==> src/rtl/gradient_window_sched_pkg.sv <==
// Shared constants, window order and FSM encodings for the gradient window sequencer.
// The gradient unit's G0..G3 window order must match WIN_TL..WIN_BR.
package gradient_window_sched_pkg;

  localparam int unsigned IMG_W   = 8;
  localparam int unsigned IMG_H   = 8;
  localparam int unsigned DATA_W  = 14;
  localparam int unsigned ADDR_W  = 9;
  localparam int unsigned TIMEOUT = 16;
  localparam int unsigned TIMER_W = 5;
  localparam int unsigned CNT_W   = 4;

  localparam logic [CNT_W-1:0] FLUSH_CNT = 4'd15;
  localparam logic [CNT_W-1:0] LAST_K    = 4'd8;

  typedef enum logic [1:0] {
    WIN_TL = 2'd0,
    WIN_TR = 2'd1,
    WIN_BL = 2'd2,
    WIN_BR = 2'd3
  } win_e;

  typedef enum logic [1:0] {
    ST_IDLE  = 2'd0,
    ST_FETCH = 2'd1,
    ST_WAIT  = 2'd2,
    ST_DONE  = 2'd3
  } state_e;

  typedef struct packed {
    logic [ADDR_W-1:0] addr;
    logic              pad;
  } win_addr_t;

  // Kernel row (k/3) for k = 0..8.
  function automatic logic [1:0] k_row(input logic [CNT_W-1:0] k);
    if (k < 4'd3)      return 2'd0;
    else if (k < 4'd6) return 2'd1;
    else               return 2'd2;
  endfunction

  // Kernel column (k%3) for k = 0..8.
  function automatic logic [1:0] k_col(input logic [CNT_W-1:0] k);
    logic [CNT_W-1:0] rem;
    rem = k - CNT_W'(3 * k_row(k));
    return rem[1:0];
  endfunction

endpackage

==> src/rtl/gradient_window_sched_win_addr_gen.sv <==
// Maps (origin, window, kernel index, base) to an SRAM address and a zero-pad flag.
module gradient_window_sched_win_addr_gen
  import gradient_window_sched_pkg::*;
(
  input  logic [2:0]        org_row,
  input  logic [2:0]        org_col,
  input  win_e              win,
  input  logic [CNT_W-1:0]  k,
  input  logic [ADDR_W-1:0] base,
  output win_addr_t         res
);

  // Coordinates are carried offset by +1 so the -1 neighbour stays non-negative.
  logic [4:0]        row_p1;
  logic [4:0]        col_p1;
  logic [ADDR_W-1:0] offset;

  always_comb begin
    row_p1 = 5'(org_row) + 5'(win[1]) + 5'(k_row(k));
    col_p1 = 5'(org_col) + 5'(win[0]) + 5'(k_col(k));
    offset = ADDR_W'(row_p1) * ADDR_W'(IMG_W) + ADDR_W'(col_p1) - ADDR_W'(IMG_W + 1);
    res.addr = base + offset;
    res.pad  = (row_p1 == 5'd0) || (row_p1 > 5'(IMG_H)) ||
               (col_p1 == 5'd0) || (col_p1 > 5'(IMG_W));
  end

endmodule

==> src/rtl/gradient_window_sched.sv <==
// Sequencer streaming four zero-padded 3x3 windows (TL,TR,BL,BR) of a 2x2 block
// from image SRAM to the gradient unit, then a flush beat, then waiting for finish.
module gradient_window_sched
  import gradient_window_sched_pkg::*;
(
  input  logic              clk,
  input  logic              rst_n,
  input  logic              start,
  input  logic [ADDR_W-1:0] base_addr,
  input  logic [2:0]        org_row,
  input  logic [2:0]        org_col,
  output logic              busy,
  output logic              done,
  output logic              err_timeout,
  output logic              mem_rd_en,
  output logic [ADDR_W-1:0] mem_addr,
  input  logic [DATA_W-1:0] mem_rdata,
  output logic              grad_filter_valid,
  output logic [CNT_W-1:0]  grad_i_count,
  output logic [DATA_W-1:0] grad_i_data,
  input  logic              grad_finish
);

  state_e            state_q, state_d;
  logic [ADDR_W-1:0] base_q;
  logic [2:0]        row_q, col_q;
  win_e              iss_w_q;
  logic [CNT_W-1:0]  iss_k_q;
  logic              iss_act_q, iss_pad_q;
  logic              dlv_act_q, dlv_pad_q;
  logic [TIMER_W-1:0] timer_q;

  win_e              nxt_w;
  logic [CNT_W-1:0]  nxt_k;
  logic              nxt_flush;
  logic [ADDR_W-1:0] gen_base;
  logic [2:0]        gen_row, gen_col;
  win_addr_t         gen_res;
  logic              accept;

  gradient_window_sched_win_addr_gen u_addr_gen (
    .org_row (gen_row),
    .org_col (gen_col),
    .win     (nxt_w),
    .k       (nxt_k),
    .base    (gen_base),
    .res     (gen_res)
  );

  assign accept = (state_q == ST_IDLE) && start;

  always_ff @(posedge clk or negedge rst_n) begin
    if (!rst_n) state_q <= ST_IDLE;
    else        state_q <= state_d;
  end

  // Next state and the next issue beat (window/kernel index) to present.
  always_comb begin
    state_d   = state_q;
    nxt_w     = WIN_TL;
    nxt_k     = '0;
    nxt_flush = 1'b0;
    gen_base  = base_q;
    gen_row   = row_q;
    gen_col   = col_q;
    case (state_q)
      ST_IDLE: begin
        if (start) begin
          state_d  = ST_FETCH;
          gen_base = base_addr;
          gen_row  = org_row;
          gen_col  = org_col;
        end
      end
      ST_FETCH: begin
        if (iss_k_q == FLUSH_CNT) begin
          state_d = ST_WAIT;
        end else if ((iss_w_q == WIN_BR) && (iss_k_q == LAST_K)) begin
          nxt_w     = iss_w_q;
          nxt_k     = FLUSH_CNT;
          nxt_flush = 1'b1;
        end else if (iss_k_q == LAST_K) begin
          nxt_w = win_e'(iss_w_q + 2'd1);
        end else begin
          nxt_w = iss_w_q;
          nxt_k = iss_k_q + 4'd1;
        end
      end
      ST_WAIT: begin
        if (grad_finish || (timer_q == TIMER_W'(TIMEOUT))) state_d = ST_DONE;
      end
      ST_DONE: state_d = ST_IDLE;
      default: state_d = ST_IDLE;
    endcase
  end

  // Issue stage, delivery stage, timer and status outputs.
  always_ff @(posedge clk or negedge rst_n) begin
    if (!rst_n) begin
      base_q            <= '0;
      row_q             <= '0;
      col_q             <= '0;
      iss_w_q           <= WIN_TL;
      iss_k_q           <= '0;
      iss_act_q         <= 1'b0;
      iss_pad_q         <= 1'b0;
      dlv_act_q         <= 1'b0;
      dlv_pad_q         <= 1'b0;
      timer_q           <= '0;
      mem_rd_en         <= 1'b0;
      mem_addr          <= '0;
      grad_filter_valid <= 1'b0;
      grad_i_count      <= '0;
      busy              <= 1'b0;
      done              <= 1'b0;
      err_timeout       <= 1'b0;
    end else begin
      if (accept) begin
        base_q <= base_addr;
        row_q  <= org_row;
        col_q  <= org_col;
      end
      iss_act_q <= (state_d == ST_FETCH);
      iss_w_q   <= nxt_w;
      iss_k_q   <= nxt_k;
      iss_pad_q <= nxt_flush || gen_res.pad;
      mem_rd_en <= (state_d == ST_FETCH) && !nxt_flush && !gen_res.pad;
      if ((state_d == ST_FETCH) && !nxt_flush && !gen_res.pad) mem_addr <= gen_res.addr;

      dlv_act_q         <= iss_act_q;
      dlv_pad_q         <= iss_pad_q;
      grad_i_count      <= iss_act_q ? iss_k_q : '0;
      grad_filter_valid <= iss_act_q && ((iss_k_q == '0) || (iss_k_q == FLUSH_CNT));

      timer_q <= (state_q == ST_WAIT) ? timer_q + TIMER_W'(1) : '0;
      busy    <= (state_d == ST_FETCH) || (state_d == ST_WAIT);
      done    <= (state_d == ST_DONE);
      if (accept) err_timeout <= 1'b0;
      else if ((state_q == ST_WAIT) && (state_d == ST_DONE) && !grad_finish) err_timeout <= 1'b1;
    end
  end

  // SRAM data arrives the cycle after issue; padded and flush beats deliver zero.
  assign grad_i_data = (dlv_act_q && !dlv_pad_q) ? mem_rdata : '0;

endmodule

==> config.mk <==
export PLATFORM = sky130hd
export DESIGN_NAME = gradient_window_sched
export DESIGN_NICKNAME = d
export VERILOG_FILES = /design/src/rtl/gradient_window_sched_pkg.sv /design/src/rtl/gradient_window_sched_win_addr_gen.sv /design/src/rtl/gradient_window_sched.sv
export SDC_FILE = /design/constraint.sdc
export NUM_CORES = 1
export LEC_CHECK = 0
export CAP_MARGIN = 20
export CORE_ASPECT_RATIO = 1.75
export CORE_UTILIZATION = 50
export CTS_CLUSTER_SIZE = 28
export DETAILED_ROUTE_END_ITERATION = 8
export GPL_TIMING_DRIVEN = 0
export PLACE_DENSITY_LB_ADDON = 0.05
export SLEW_MARGIN = 5
export SYNTH_ARGS = -nofsm -noshare
export SYNTH_HDL_FRONTEND = slang
export SYNTH_SLANG_ARGS = --single-unit
export TNS_END_PERCENT = 5
==> constraint.sdc <==
create_clock -name clk -period 6.4 [get_ports clk]
set_input_delay 1.28 -clock clk [delete_from_list [all_inputs] [get_ports clk]]
set_output_delay 1.28 -clock clk [all_outputs]
set_load 0.02 [all_outputs]
# Word-level counts from Yosys, hierarchy flattened
# Index checks and enable logic that the tools add are counted.
dict set report totals {
  inputBits 33
  out_inout_bits 32
  word_cells 96
  register_bits 50
}
dict set report op_classes {
  n_eq_ne 10
  n_mul 1
  reduce_logical 24
  add_sub_neg 11
  muxes 28
  n_lt_le_gt_ge 4
}
# operator n
set op_table {}
lappend op_table {{two-way mux 4 bit} 5}
lappend op_table {{two-way mux 2 bit} 9}
lappend op_table {{two-way mux 9 bit} 2}
lappend op_table {{two-way mux 14 bit} 1}
lappend op_table {{two-way mux 3 bit} 4}
lappend op_table {{adder 5 x 2 -> 5 bit} 2}
lappend op_table {{== test 2 bit, second input constant} 5}
lappend op_table {{> comparator 5 x 4 -> 1 bit, second input constant} 2}
lappend op_table {{logical NOT 5 bit} 2}
lappend op_table {{adder 8 x 5 -> 9 bit} 1}
lappend op_table {{adder 9 bit} 1}
lappend op_table {{subtractor 9 x 4 -> 9 bit, second input constant} 1}
lappend op_table {{adder 3 x 1 -> 4 bit} 2}
lappend op_table {{== test 4 bit, second input constant} 2}
lappend op_table {{logical AND 1 bit} 8}
lappend op_table {{one-hot mux 2 bit (4 select lines)} 1}
lappend op_table {{logical OR 1 bit} 7}
lappend op_table {{adder 5 x 1 -> 5 bit, second input constant} 1}
lappend op_table {{== test 5 bit, second input constant} 1}
lappend op_table {{two-way mux 1 bit} 5}
lappend op_table {{two-way mux 5 bit} 1}
lappend op_table {{adder 4 x 1 -> 4 bit, second input constant} 1}
lappend op_table {{== test 2 x 1 -> 1 bit, second input constant} 2}
lappend op_table {{logical NOT 1 bit} 4}
lappend op_table {{other kinds (8)} 8}

# Depth between registers and ports, before layout
# Gate-level depths: netlist of the first run.
dict set report logic_depth {
  ltp_word 16
  mapped_depth 28
  ltp_nobuf 28
}

# Cells and area by module
# Synthesis of the first run repeated with hierarchy kept, for this count alone.
dict set report hier_totals {
  cells_unflattened 278
  area_unflattened_um2 3049.2
}
# module seq_area_each_um2 instances cells_each area_per_inst_um2
set modules_own_cells {}
lappend modules_own_cells {gradient_window_sched 1251.2 1 177 2292.2}
lappend modules_own_cells {gradient_window_sched_win_addr_gen 0.0 1 101 757.0}

# Worst setup path before layout of the first run
# OpenSTA, ideal clock, no wires.
dict set report synth_timing {
  path_kind {input to register}
  startpoint {input port start}
  endpoint {register mem_addr[8]}
  stages 20
  slack_ps 336
  t_arrival_ps 5939
  setup_time_ps 125
  required_ps 6275
  cell_sequence {nor3b_4 -> buf_4 -> buf_1 -> mux2_2 -> ha_1 -> ha_1 -> ha_1 -> a21oi_1 -> o21bai_1 -> xnor2_1 -> fa_1 -> fa_1 -> inv_1 -> ha_1 -> a21o_1 -> a21oi_1 -> o21bai_1 -> a21oi_1 -> xnor2_1 -> mux2_2}
}
dict set report synth_between {
  elab_chain_cells 10
  elab_cells_between_ends 26
  classes_between {add/sub: 7; order compare: 2; eq/ne: 1; mux: 8; reduce/logical: 8}
}
# element line_no
set synth_rtl {}
lappend synth_rtl {{start: declaration} gradient_window_sched.sv:8} ;# input logic start,
lappend synth_rtl {{parallel branches: the longest is 10 deep, another holds adder 8 x 5 -> 9 bit} n/a}
lappend synth_rtl {{end signal: assignment} gradient_window_sched.sv:128} ;# if ((state_d == ST_FETCH) && !nxt_flush && !gen_res.pad) mem_addr <= gen_res.addr;
lappend synth_rtl {{end: declaration} gradient_window_sched.sv:16} ;# output logic [ADDR_W-1:0] mem_addr,
# Several ways; the timed one is not identified.
# A chain may end at the register's enable or synchronous reset.

# Worst setup path after layout of the first run
# Same ends and word-level chain as after synthesis.

==> results.md, run 1 <==
- Commonest non-fill, non-tap cell in the layout: clkdlybuf4s50_1
- XOR/XNOR Fraction of Synth Area: approximately 5.5%
- Synthesized area per cell: between 10 and 15 um^2
- Post-Synth Adder-Cell Area: roughly 17%
- Synthesized netlist cell count: about 300
- Number of global-route vias before repair: ~2,400
- Antenna diodes: 0
- Post-synthesis net count: approximately 380
- Critical path class: input port to flop
- Cells on worst reg2reg path: 24
- Die X-Extent: 62.1 um
- Initial antenna violation count: 0
- Total Routing Usage GR: about a fifth
- Worst setup margin: 0.256 ns
- HPWL after DPL: a little under 5 mm
- Final clock period utilization by the worst path: a little over nine tenths
- Final nets: around 450
- Max clock buf depth: 2
- Max transition margin: between 60% and 70%
- Synth Cell Area: ~3200 um^2
- Starting DRT DRC Count: 47
- Fillcell total: between 500 and 600
- Crit start category: input port
- Dpl cell area: about 4000 um^2
- WHS Path Cells: 0
- CTS tree: yes
- Initial Utilization: ~52%
- Max H-tree Level: 2
- First-pass GRT wire length: ~11 mm
- Fin crit period: approximately 6.1 ns
- Setup violations, final: 0
- Mean routed wirelength per cell: 13.3 um
- RSZ-0062 raised after global routing: false
- Routability Congestion: approximately 0.75
- Routed Antenna Nets: 0
- Post-synthesis register bit count: 50
- FMAX: approximately 0.16 GHz
- Critical Path Sink Type: flop
- Vias: between 2,000 and 2,500
- Synth Area in Compound Gates: 7.43%
- Via density: roughly 5.1
- Most frequent cells in the layout: clkdlybuf4s50_1, dfrtp_1, inv_1
- Die area: between 6000 and 7000 um^2
- I/O pin count: 65
- DRC viols: 0
- Pre-antenna DRT Iters: 4
- Clk pin slew, worst setup/hold paths: roughly 0.09 ns
- Final hold slack: about 0.34 ns
- Pre-CTS setup slack: -0.764 ns
- Chip height: ~110 um
- Clk_skew: between 0.007 and 0.008 ns
- Multiplexer share of the synthesized area: a little under an eighth
- Slew @ Worst Pin: between 0.5 and 0.6 ns
- PortBufs: between 60 and 70
- Max-cap viol count: 0
- Yosys warns: 0
- Sink Count: 50
- Aggregate global routing overflow: 0
- Status: finished clean
- Sequential cell area: 1250 um^2
- Root Driver: clkbuf_8
- Final Cell Area: between 4000 and 5000 um^2
- DRT Wirelength: between 6 and 7 mm
- Clk_lat worst skew: 0.32 ns
- Critical path required time: roughly 6.6 ns
- CTS buffer count: 5
- Combinational family with the most area after synthesis: adder cells
- Tightest Hold Check Type: flop to flop
- Crit-path max FO: 19
- Largest net degree at the start of global routing: 27
- Final hold vios: 0
- Synth Area in Simple Gates: roughly an eighth
- Sequential area share after synthesis: 39.5%
- Slew Limit Fails: 0
- Crit path DAT: roughly 6.4 ns
- Fin Setup TNS: 0 ns
- Area Overhead vs Synth: 28.0%
- Multi-input logic area: roughly 1700 um^2
- Fraction of layout cells with a size suffix above 1: about an eighth
- Num rows: 38
- Cell variety after synth: 35
- Core Region: 6130 um^2
-- layer usage --
layer / vias up / GRT usage (%) / share of wire [%]
met5: - / 0 / 0
met1: 1103 / 20.7 / 38
met3: 6 / 4.57 / 4.2
met2: 59 / 41.1 / 56
li1: 1150 / - / -
met4: 0 / 7.97 / 1.7
-- final cells by class --
class | count | share of cell area (%)
plain buffers | 4 | 0.772
clock buffers | 6 | 2.04
clock inverters | 2 | 0.309
inverters | 44 | 4.08
multi-input cells | 205 | 42.7
flip-flops and latches | 50 | 30.9
well taps | 80 | 2.47
repair buffers | 68 | 16.7
-- stage by stage --
step,std cells,utilization [%]
after floorplan,304,-
after global placement,448,63.7
after detailed placement,449,63.9
after CTS,456,65.5
after global routing,459,66.0
final,459,66.0
-- critical path: stages --
cell             delay, ns
clkdlybuf4s50_1       0.49
nor3b_4               0.32
buf_12                0.22
mux2_2                0.35
ha_1                  0.22
ha_1                  0.33
ha_1                  0.29
a21oi_1               0.22
o21bai_1              0.19
xnor2_1               0.14
fa_1                  0.44
fa_1                  0.52
inv_1                 0.04
ha_1                  0.32
a21o_1                0.18
a21oi_2               0.18
o21bai_1              0.08
a21oi_1               0.18
xnor2_1               0.09
mux2_2                0.26
-- timing repair --
item / CTS / global route
pin swaps: 0 / 0
resized for setup: 1 / 3
hold buffers: 0 / 0
cloned: 0 / 0
setup endpoints to repair: 4 / 2
buffers inserted: 0 / 3
-- registers in the layout, indices dropped and copies added, names as in the netlist --
register and cells:
dlv_act_q 1, mem_rd_en 1, mem_addr 9, iss_act_q 1, done 1, busy 1
iss_pad_q 1, iss_k_q 4, grad_i_count 4, grad_filter_valid 1, dlv_pad_q 1, state_q 2
col_q 3, err_timeout 1, row_q 3, iss_w_q 2, timer_q 5, base_q 9
-- cells in the mapped netlist --
master	instances	share of area, %
a21boi_2	1	0.36
a21o_1	4	0.95
a21oi_1	11	1.7
a221o_1	1	0.32
a31oi_1	2	0.40
and2_1	19	3.8
buf_1	1	0.12
buf_4	1	0.24
clkbuf_1	3	0.36
dfrtp_1	50	40
fa_1	5	3.2
ha_1	35	14
inv_1	44	5.2
mux2_2	27	9.6
mux2i_1	7	2.2
nand2_1	10	1.2
nand2b_1	9	1.8
nand3_1	9	1.4
nor2_1	20	2.4
nor2b_1	2	0.40
nor3_1	1	0.16
nor3_4	1	0.51
nor3b_4	1	0.59
o2111ai_1	1	0.28
o211ai_1	2	0.47
o21a_1	1	0.24
o21ai_0	8	1.3
o21bai_1	2	0.47
o221ai_1	2	0.55
o22ai_1	2	0.40
or2_2	2	0.40
or3_1	1	0.20
xnor2_1	13	3.6
xnor2_2	1	0.51
xor2_1	5	1.4
-- path summary, 6_finish.rpt --
path	endpoint	slack, ns	from
setup / recovery	mem_addr[8]$_DFFE_PN0P_	0.26	start
hold / removal	dlv_pad_q$_DFF_PN0_	0.34	iss_pad_q$_DFF_PN0_
setup reg to reg	mem_addr[8]$_DFFE_PN0P_	0.56	iss_k_q[2]$_DFF_PN0_
hold reg to reg	dlv_pad_q$_DFF_PN0_	0.34	iss_pad_q$_DFF_PN0_
max in group asynchronous	timer_q[0]$_DFF_PN0_	4.91	rst_n
min in group asynchronous	grad_i_count[0]$_DFF_PN0_	0.95	rst_n
-- logic make-up after synthesis --
kind of cell | Yosys count
compound gates | 37
xor+xnor | 19
fa+ha+maj | 40
buf+inv | 49
flops | 50
mux | 34
simple gates | 75
Power of run 1 is left out: the tool's default activity adds up to more than one toggle a clock period on the data nets, which glitch-free logic cannot reach.
==> run 2: changes to the inputs <==
--- a/config.mk
+++ b/config.mk
@@ -12,7 +12,8 @@
 export DETAILED_ROUTE_END_ITERATION = 8
 export GPL_TIMING_DRIVEN = 0
 export PLACE_DENSITY_LB_ADDON = 0.05
-export SLEW_MARGIN = 5
+export REMOVE_ABC_BUFFERS = 1
+export SLEW_MARGIN = 25
 export SYNTH_ARGS = -nofsm -noshare
 export SYNTH_HDL_FRONTEND = slang
 export SYNTH_SLANG_ARGS = --single-unit
==> results.md, run 2 (synthesis gave the netlist of run 1 again) <==
- Status: finished clean
- Multi-input logic area: 1730 um^2 (-0.22%)
- Mean routed wirelength per cell: 12.8 um (-4.1%)
- Aggregate global routing overflow: 0 (unchanged)
- Routability Congestion: 0.757 (+0.95%)
- Wl on met1: 2.21 mm (-3.9%)
- Hold_buf cts: 0 (unchanged)
- Critical path class: input port to flop
- Fin crit period: 6.11 ns (-0.0320 ns)
- Final hold slack: 0.355 ns (+0.0108 ns)
- Routed Antenna Nets: 0 (unchanged)
- PortBufs: 64 (unchanged)
- Area Overhead vs Synth: 26.8%
- Root Driver: clkbuf_8
- Critical path required time: 6.60 ns (about the same)
- Max H-tree Level: 2 (unchanged)
- Commonest non-fill, non-tap cell in the layout: clkdlybuf4s50_1
- Max-cap viol count: 0 (unchanged)
- Top flop regs: base_q x9, mem_addr x9, timer_q x5
- Crit path DAT: 6.31 ns (-0.04 ns)
- Crit-path max FO: 14 (-5)
- DRT Wirelength: 5.80 mm (-5.3%)
- Initial Utilization: 51.6% (unchanged)
- Largest net degree at the start of global routing: 51 (+89%)
- Clk_lat worst skew: 0.31 ns (about the same)
- Max transition margin: 57.8% (-3.6 points)
- Starting DRT DRC Count: 104 (+120%)
- Top routing layer used: met4
- Number of global-route vias before repair: 2,274 (-5.2%)
- Sequential cell area: 1250 um^2 (unchanged)
- Final nets: 445 (-1.3%)
- Slew Limit Fails: 0 (unchanged)
- Cells on worst reg2reg path: 26 (+8.3%)
- I/O pin count: 65 (unchanged)
- Clk pin slew, worst setup/hold paths: 0.09 ns (about the same)
- DR WL met2: 3.30 mm (-4.6%)
- Number of setup buffers added after CTS: 1 (+1)
- Max clock buf depth: 2 (unchanged)
- Chip height: 107 um (unchanged)
- RSZ-0062 raised after global routing: false
- Met3 WL: 195 um (-24%)
- CTS buffer count: 5 (unchanged)
- Sink Count: 50 (unchanged)
- Antenna diodes: 0 (unchanged)
- HPWL after DPL: 4.50 mm (-7.3%)
- Setup violations, final: 0 (unchanged)
- Initial antenna violation count: 0 (unchanged)
- Reg2reg setup slack: 0.63 ns (+0.07 ns)
- Vias: 2,257 (-2.6%)
- Num rows: 38 (unchanged)
- Fraction of layout cells with a size suffix above 1: 11.5% (-1.1 points)
- Critical Path Sink Type: flop
- Die X-Extent: 62.1 um (unchanged)
- Setup crit start: start
- Final clock period utilization by the worst path: 95.5% (-0.50 points)
- Clk_skew: 0.00852 ns (+0.000709 ns)
- Via density: 4.98 (-1.3%)
- R2R Path Start: iss_k_q[0]$_DFF_PN0_
- Endpoint of the worst register-to-register path: mem_addr[8]$_DFFE_PN0P_
- DRC viols: 0 (unchanged)
- Slew @ Worst Pin: 0.633 ns (+0.0538 ns)
- Fillcell total: 485 (-3.4%)
- Core Region: 6130 um^2 (unchanged)
- Final hold vios: 0 (unchanged)
- Die area: 6660 um^2 (unchanged)
- # resized after CTS: 0 (-1)
- Total Routing Usage GR: 19.3% (-1.6 points)
- First-pass GRT wire length: 10.1 mm (-6.1%)
- Most frequent cells in the layout: clkdlybuf4s50_1, dfrtp_1, inv_1
- Tightest Hold Check Type: flop to flop
- Crit start category: input port
- CTS tree: yes
- CP endpoint: mem_addr[8]$_DFFE_PN0P_
- FMAX: 0.164 GHz (+0.52%)
- Pre-antenna DRT Iters: 4 (unchanged)
## run 2: area by class of cell
cell class,count,area share (%)
clock buffer,6,1.81
clock inverter,2,0.935
inverter,44,4.12
multi-input combinational,205,43.0
sequential,50,31.2
tap,80,2.49
timing repair buffer,66,16.5
## run 2: worst min path at each step
stage,startpoint,to,cells after the start
2_1_floorplan,iss_pad_q$_DFF_PN0_,dlv_pad_q$_DFF_PN0_,0
3_3_place_gp,iss_pad_q$_DFF_PN0_,dlv_pad_q$_DFF_PN0_,0
3_5_place_dp,iss_pad_q$_DFF_PN0_,dlv_pad_q$_DFF_PN0_,0
4_1_cts,iss_pad_q$_DFF_PN0_,dlv_pad_q$_DFF_PN0_,0
5_1_grt,iss_pad_q$_DFF_PN0_,dlv_pad_q$_DFF_PN0_,0
6_report,iss_pad_q$_DFF_PN0_,dlv_pad_q$_DFF_PN0_,0
## run 2: layer usage
metal,vias to the layer above,global-route usage [%]
li1,1135,-
met1,1074,20.5
met2,42,37.4
met3,6,3.19
met4,0,6.98
met5,-,0
## run 2: critical path, cell delays in order
cell and delay (ns):
clkdlybuf4s50_1 0.50, nor3b_4 0.25, buf_8 0.20, mux2_2 0.35, ha_1 0.21, ha_1 0.32
ha_1 0.28, a21oi_1 0.22, o21bai_1 0.21, xnor2_1 0.14, fa_1 0.44, fa_1 0.52
inv_1 0.04, ha_1 0.32, a21o_1 0.17, a21oi_1 0.22, o21bai_1 0.09, a21oi_1 0.19
xnor2_1 0.09, mux2_2 0.26
## run 2: stage by stage
step	setup WS [ns]	util, %	TNS (ns)	instances	area, um^2
after floorplan	0.430	-	0	299	3140
after global placement	-0.620	63.3	-1.64	443	3880
after detailed placement	-0.411	63.5	-0.806	444	3890
after CTS	0.276	65.4	0	453	4010
after global routing	0.00689	65.4	0	453	4010
final	0.288	65.4	0	453	4010
Power of run 2 is left out for the same reason.
==> run 3: changes to the inputs <==
--- a/config.mk
+++ b/config.mk
@@ -5,12 +5,13 @@
 export SDC_FILE = /design/constraint.sdc
 export NUM_CORES = 1
 export LEC_CHECK = 0
-export CAP_MARGIN = 20
+export CAP_MARGIN = 40
 export CORE_ASPECT_RATIO = 1.75
 export CORE_UTILIZATION = 50
 export CTS_CLUSTER_SIZE = 28
 export DETAILED_ROUTE_END_ITERATION = 8
 export GPL_TIMING_DRIVEN = 0
+export HOLD_SLACK_MARGIN = 0.12
 export PLACE_DENSITY_LB_ADDON = 0.05
 export REMOVE_ABC_BUFFERS = 1
 export SLEW_MARGIN = 25
==> results of run 3 <==
No change in the layout: final DEF, timing and power equal those of run 2.
Power of run 3 is left out for the same reason.
==> RTL edit 1: new RTL, config.mk and constraints of run 3 <==
Change the package constant `ADDR_W` from 9 to 10.
--- a/src/rtl/gradient_window_sched_pkg.sv
+++ b/src/rtl/gradient_window_sched_pkg.sv
@@ -7,3 +7,3 @@
   localparam int unsigned DATA_W  = 14;
-  localparam int unsigned ADDR_W  = 9;
+  localparam int unsigned ADDR_W  = 10;
   localparam int unsigned TIMEOUT = 16;
Ports: changed (resized base_addr and mem_addr); port bits go from 65 to 67. The function was not compared with the original's and may differ.
==> RTL edit 1 against run 3 <==
Wire length grew 15%; critical path type unchanged; first-iteration DRC count shrank 23%; sequential cell count grew 2; cell area grew 9.2%; worst setup slack lost 7.9 ps; area after synthesis grew 7.2%.
Power is left out: the tool's default activity adds up to more than one toggle a clock period on the data nets, which glitch-free logic cannot reach.
==> RTL edit 1: results <==
export IMPL_run_status="completed"
export IMPL_synth_common_cells="dfrtp_1 (52), inv_1 (40), ha_1 (33), mux2_2 (26), nor2_1 (23)"
export IMPL_ys_flop_type="dfrtp_1"
export IMPL_whs_path_depth=0
export IMPL_hold_violations=0
export IMPL_skew_ps=6.50
export IMPL_worstHoldStart="iss_pad_q"
export IMPL_grt_pass1_vias=2598
export IMPL_placed_cell_area_um2=4140
export IMPL_antenna_found_initial=0
export IMPL_worstPathArrival_ps=6300
export IMPL_wirelength_mm=6.69
export IMPL_holdPathEnd="dlv_pad_q"
export IMPL_insertion_delay_ps=300
export IMPL_root_buffer="clkbuf_16"
export IMPL_yosys_top_cells_area="dfrtp_1 (38%), ha_1 (12%), mux2_2 (8.6%), inv_1 (4.4%), and2_1 (3.7%)"
export IMPL_dpl_hpwl_mm=4.95
export IMPL_clkTransAtPathRegs_ps=70
export IMPL_largestRegisters="base_q: 10 flops, mem_addr: 10 flops, timer_q: 5 flops"
export IMPL_yosysWarnings=0
export IMPL_synth_seq_area_share_pct=38.4
export IMPL_r2r_end="mem_addr[9]"
export IMPL_drtPass1Iterations=4
export IMPL_cp_max_fo=14
export IMPL_first_iter_violations=80
export IMPL_synth_cells=332
export IMPL_layout_drive_gt1_share_pct=14.6
export IMPL_dp_cells=474
export IMPL_clk_path_buf_depth=2
export IMPL_ys_types=53
export IMPL_r2r_start="iss_k_q[0]"
export IMPL_grt_max_degree=53
export IMPL_grt_pass1_wl_mm=11.2
export IMPL_cts_inserted_buffers=5
export IMPL_via_per_inst=5.39
export IMPL_reg2regPathDepth=24
export IMPL_gp_congestion=0.792
export IMPL_whs_ps=381
export IMPL_antennaDiodeCount=0
export IMPL_slew_headroom_pct=44.2
export IMPL_avgRoutedWirePerCell_um=13.7
export IMPL_io_buffers=66
export IMPL_r2r_slack_ps=650
export IMPL_synthArstFlopShare_pct=100
export IMPL_track_usage_pct=20.2
[RTL edit 1: cell types whose count changed after synthesis, sizes merged, moves of 3 or more]
cell / change
mux2i: -3
nand4: +4
o21ai: +3
xnor2: -3
nand3b: +3
nor2: +4
a211oi: +5
and3: +3
a21o: +3
nand2b: -4
xor2: +5
nor2b: +3
inv: -3
[RTL edit 1: metrics by stage]
step / worst slack, ps / TNS [ps]
after floorplan: -91.3 / -91.3
after global placement: -1310 / -4420
after detailed placement: -918 / -2160
after CTS: 13.5 / 0
after global routing: 27.8 / 0
final: 280 / 0
[RTL edit 1: layer usage]
layer  share of wire (%)  GRT usage (%)  up-vias
li1                    -              -     1270
met1                  36           19.2     1245
met2                  55           38.9       92
met3                 6.2           4.73       19
met4                 3.5           9.04        0
met5                   0              0        -
[RTL edit 1: worst max-delay path by stage]
stage	start	end	cells past startpoint
6_report	start	mem_addr[9]	22
5_1_grt	start	mem_addr[9]	22
4_1_cts	start	mem_addr[9]	21
3_5_place_dp	start	mem_addr[9]	21
3_3_place_gp	start	mem_addr[9]	21
2_1_floorplan	start	mem_addr[9]	22
[RTL edit 1: what timing repair did]
action | 4_1_cts | 5_1_grt
resized for setup | 2 | 9
buffers inserted | 2 | 2
setup endpoints to repair | 3 | 1
pin swaps | 1 | 1
gates cloned | 0 | 1
[RTL edit 1: logic make-up (layout without fill, tap and decap cells)]
group,Yosys count,after routing,share of synthesized area (%)
buf+inv,48,120,5.35
flops,52,52,38.4
xor+xnor,22,22,6.75
fa+ha+maj,37,37,14.2
simple gates,94,94,15.6
compound gates,48,49,9.78
mux,30,30,9.81
other cells,1,1,0.111
[RTL edit 1: critical path, stage by stage]
cell and delay, ps:
clkdlybuf4s50_1 500, nor3b_4 250, buf_6 150, buf_8 160
mux2_2 360, ha_1 210, ha_1 310, inv_1 90
fa_2 480, xor2_1 180, ha_1 270, inv_1 30
ha_1 260, inv_1 40, ha_1 330, o21ai_1 110
nand2b_1 100, a21o_1 180, a21o_1 200, a31oi_2 210
xnor3_1 310, mux2_2 260
[RTL edit 1: final cells by class]
| type | count | area (um^2) |
|---|---|---|
| fill | 556 | 2160 |
| multi-input combinational | 233 | 1970 |
| sequential | 52 | 1300 |
| timing repair buffer | 71 | 707 |
| inverter | 41 | 154 |
| clock buffer | 6 | 139 |
| tap | 82 | 103 |
| clock inverter | 2 | 10.0 |
==> RTL edit 2: new RTL, settings of run 3 <==
Made on the original files. Re-encode `state_e` (4 states) as one-hot, 4 bits wide.
--- a/src/rtl/gradient_window_sched_pkg.sv
+++ b/src/rtl/gradient_window_sched_pkg.sv
@@ -22,7 +22,7 @@
 
-  typedef enum logic [1:0] {
-    ST_IDLE  = 2'd0,
-    ST_FETCH = 2'd1,
-    ST_WAIT  = 2'd2,
-    ST_DONE  = 2'd3
+  typedef enum logic [3:0] {
+    ST_IDLE  = 4'b0001,
+    ST_FETCH = 4'b0010,
+    ST_WAIT  = 4'b0100,
+    ST_DONE  = 4'b1000
   } state_e;
Function: no difference found for any inputs over 4 cycles, from zero or initial values and one cycle with rst_n low; so few cycles prove little.
==> RTL edit 2 against run 3 <==
Synthesized cell count is the same; highest routed layer unchanged; via count increased by 2.0%; area after synthesis rose by 2.1%; wire length is 5.8% higher; worst setup slack improved by 190 ps; sequential share of layout area grew 0.83 points; critical path type unchanged; sequential cell count up 2; cell area increased by 1.4%; fmax is 3.2% higher.
==> RTL edit 2: results <==
export IMPL_ys_types=42
export IMPL_synth_compound_gate_area_share_pct=5.39
export IMPL_gp_congestion=0.770
export IMPL_via_per_inst=5.07
export IMPL_pre_cts_slack_ps=-493
export IMPL_grt_pass1_wl_mm=10.5
export IMPL_synth_common_cells="dfrtp_1 (51), inv_1 (39), ha_1 (31), mux2_2 (27), and2_1 (21)"
export IMPL_switchingPower_w=0.000836
export IMPL_critPathTopFamily="adder cells"
export IMPL_post_cts_buffers=2
export IMPL_drc_errors=0
export IMPL_yosysWarnings=0
export IMPL_dpl_hpwl_mm=4.62
export IMPL_synth_xor_xnor_area_share_pct=5.97
export IMPL_h_tree_depth=2
export IMPL_layout_drive_gt1_share_pct=12.0
export IMPL_synth_adder_area_share_pct=15.1
export IMPL_power_leakage_nw=1.88
export IMPL_peakVddDrop_mv=0.383
export IMPL_tightest_slew_ps=763
export IMPL_clkTransAtPathRegs_ps=90
export IMPL_worstPathArrival_ps=6130
export IMPL_drtPass1Iterations=4
export IMPL_cts_resized=0
export IMPL_track_usage_pct=20.1
export IMPL_insertion_delay_ps=310
export IMPL_grt_max_degree=53
export IMPL_io_buffers=64
export IMPL_slowest_stage="clkdlybuf4s50_1"
export IMPL_antenna_found_initial=0
export IMPL_first_iter_violations=89
export IMPL_hold_class="register to register"
export IMPL_muxShareOfSynthArea_pct=10.7
export IMPL_yosys_top_cells_area="dfrtp_1 (40%), ha_1 (12%), mux2_2 (9.4%), inv_1 (4.5%), and2_1 (4.1%)"
export IMPL_synth_seq_area_share_pct=40.3
export IMPL_grt_pass1_vias=2338
export IMPL_final_cells=454
export IMPL_clk_path_buf_depth=2
export IMPL_root_buffer="clkbuf_8"
export IMPL_synth_cells=304
export IMPL_avgRoutedWirePerCell_um=13.5
export IMPL_run_status="completed"
export IMPL_synthArstFlopShare_pct=100
export IMPL_dp_cells=443
export IMPL_largestRegisters="base_q: 9 flops, mem_addr: 9 flops, timer_q: 5 flops"
export IMPL_antennaDiodeCount=0
export IMPL_cp_max_fo=4
export IMPL_crit_path_max_incr_delay_ps=490
export IMPL_cts_inserted_buffers=5
export IMPL_skew_ps=7.64
## RTL edit 2: routing by layer
metal / track usage, % / vias up / wire length [um]
met2: 39.1 / 46 / 3400
met5: 0 / - / 0
li1: - / 1152 / -
met1: 20.8 / 1098 / 2410
met3: 3.69 / 6 / 224
met4: 8.14 / 0 / 100
## RTL edit 2: cell type report
cell class	instances	area (um^2)
multi-input combinational	209	1780
sequential	52	1300
tap	80	100
fill	511	2160
timing repair buffer	67	658
inverter	39	146
clock inverter	1	5.00
clock buffer	6	72.6
## RTL edit 2: stage by stage
step / cell area [um^2] / hold WS, ps
floorplan: 3210 / 331
global placement: 3950 / 335
detailed placement: 3960 / 355
CTS: 4050 / 375
global route: 4070 / 392
finish: 4070 / 371
## RTL edit 2: cells by family after synthesis
logic type,count (synthesis)
AND/OR/NAND/NOR,92
buffers and inverters,44
multiplexers,31
flip-flops,52
AO/OA/AOI/OAI,27
adder cells (fa/ha/maj),36
XOR/XNOR,22
## RTL edit 2: final timing paths
kind / endpoint / start / slack [ps] / depth (start not counted)
worst min-delay path: dlv_pad_q / iss_pad_q / 370 / 0
worst max-delay path: mem_addr[8] / start / 480 / 22
min in group asynchronous: dlv_pad_q / rst_n / 990 / 1
worst max register to register: mem_addr[8] / iss_k_q[0] / 1110 / 24
worst min register to register: dlv_pad_q / iss_pad_q / 370 / 0
max in group asynchronous: timer_q[0] / rst_n / 4970 / 1
## RTL edit 2: power by group through the flow
stage               combinational [W]  clock (W)  sequential, W
floorplan                    0.000974          0       0.000547
CTS                           0.00140   0.000187       0.000509
global placement              0.00134          0       0.000507
detailed placement            0.00136          0       0.000514
global route                  0.00156   0.000198       0.000523
finish                        0.00137   0.000180       0.000507
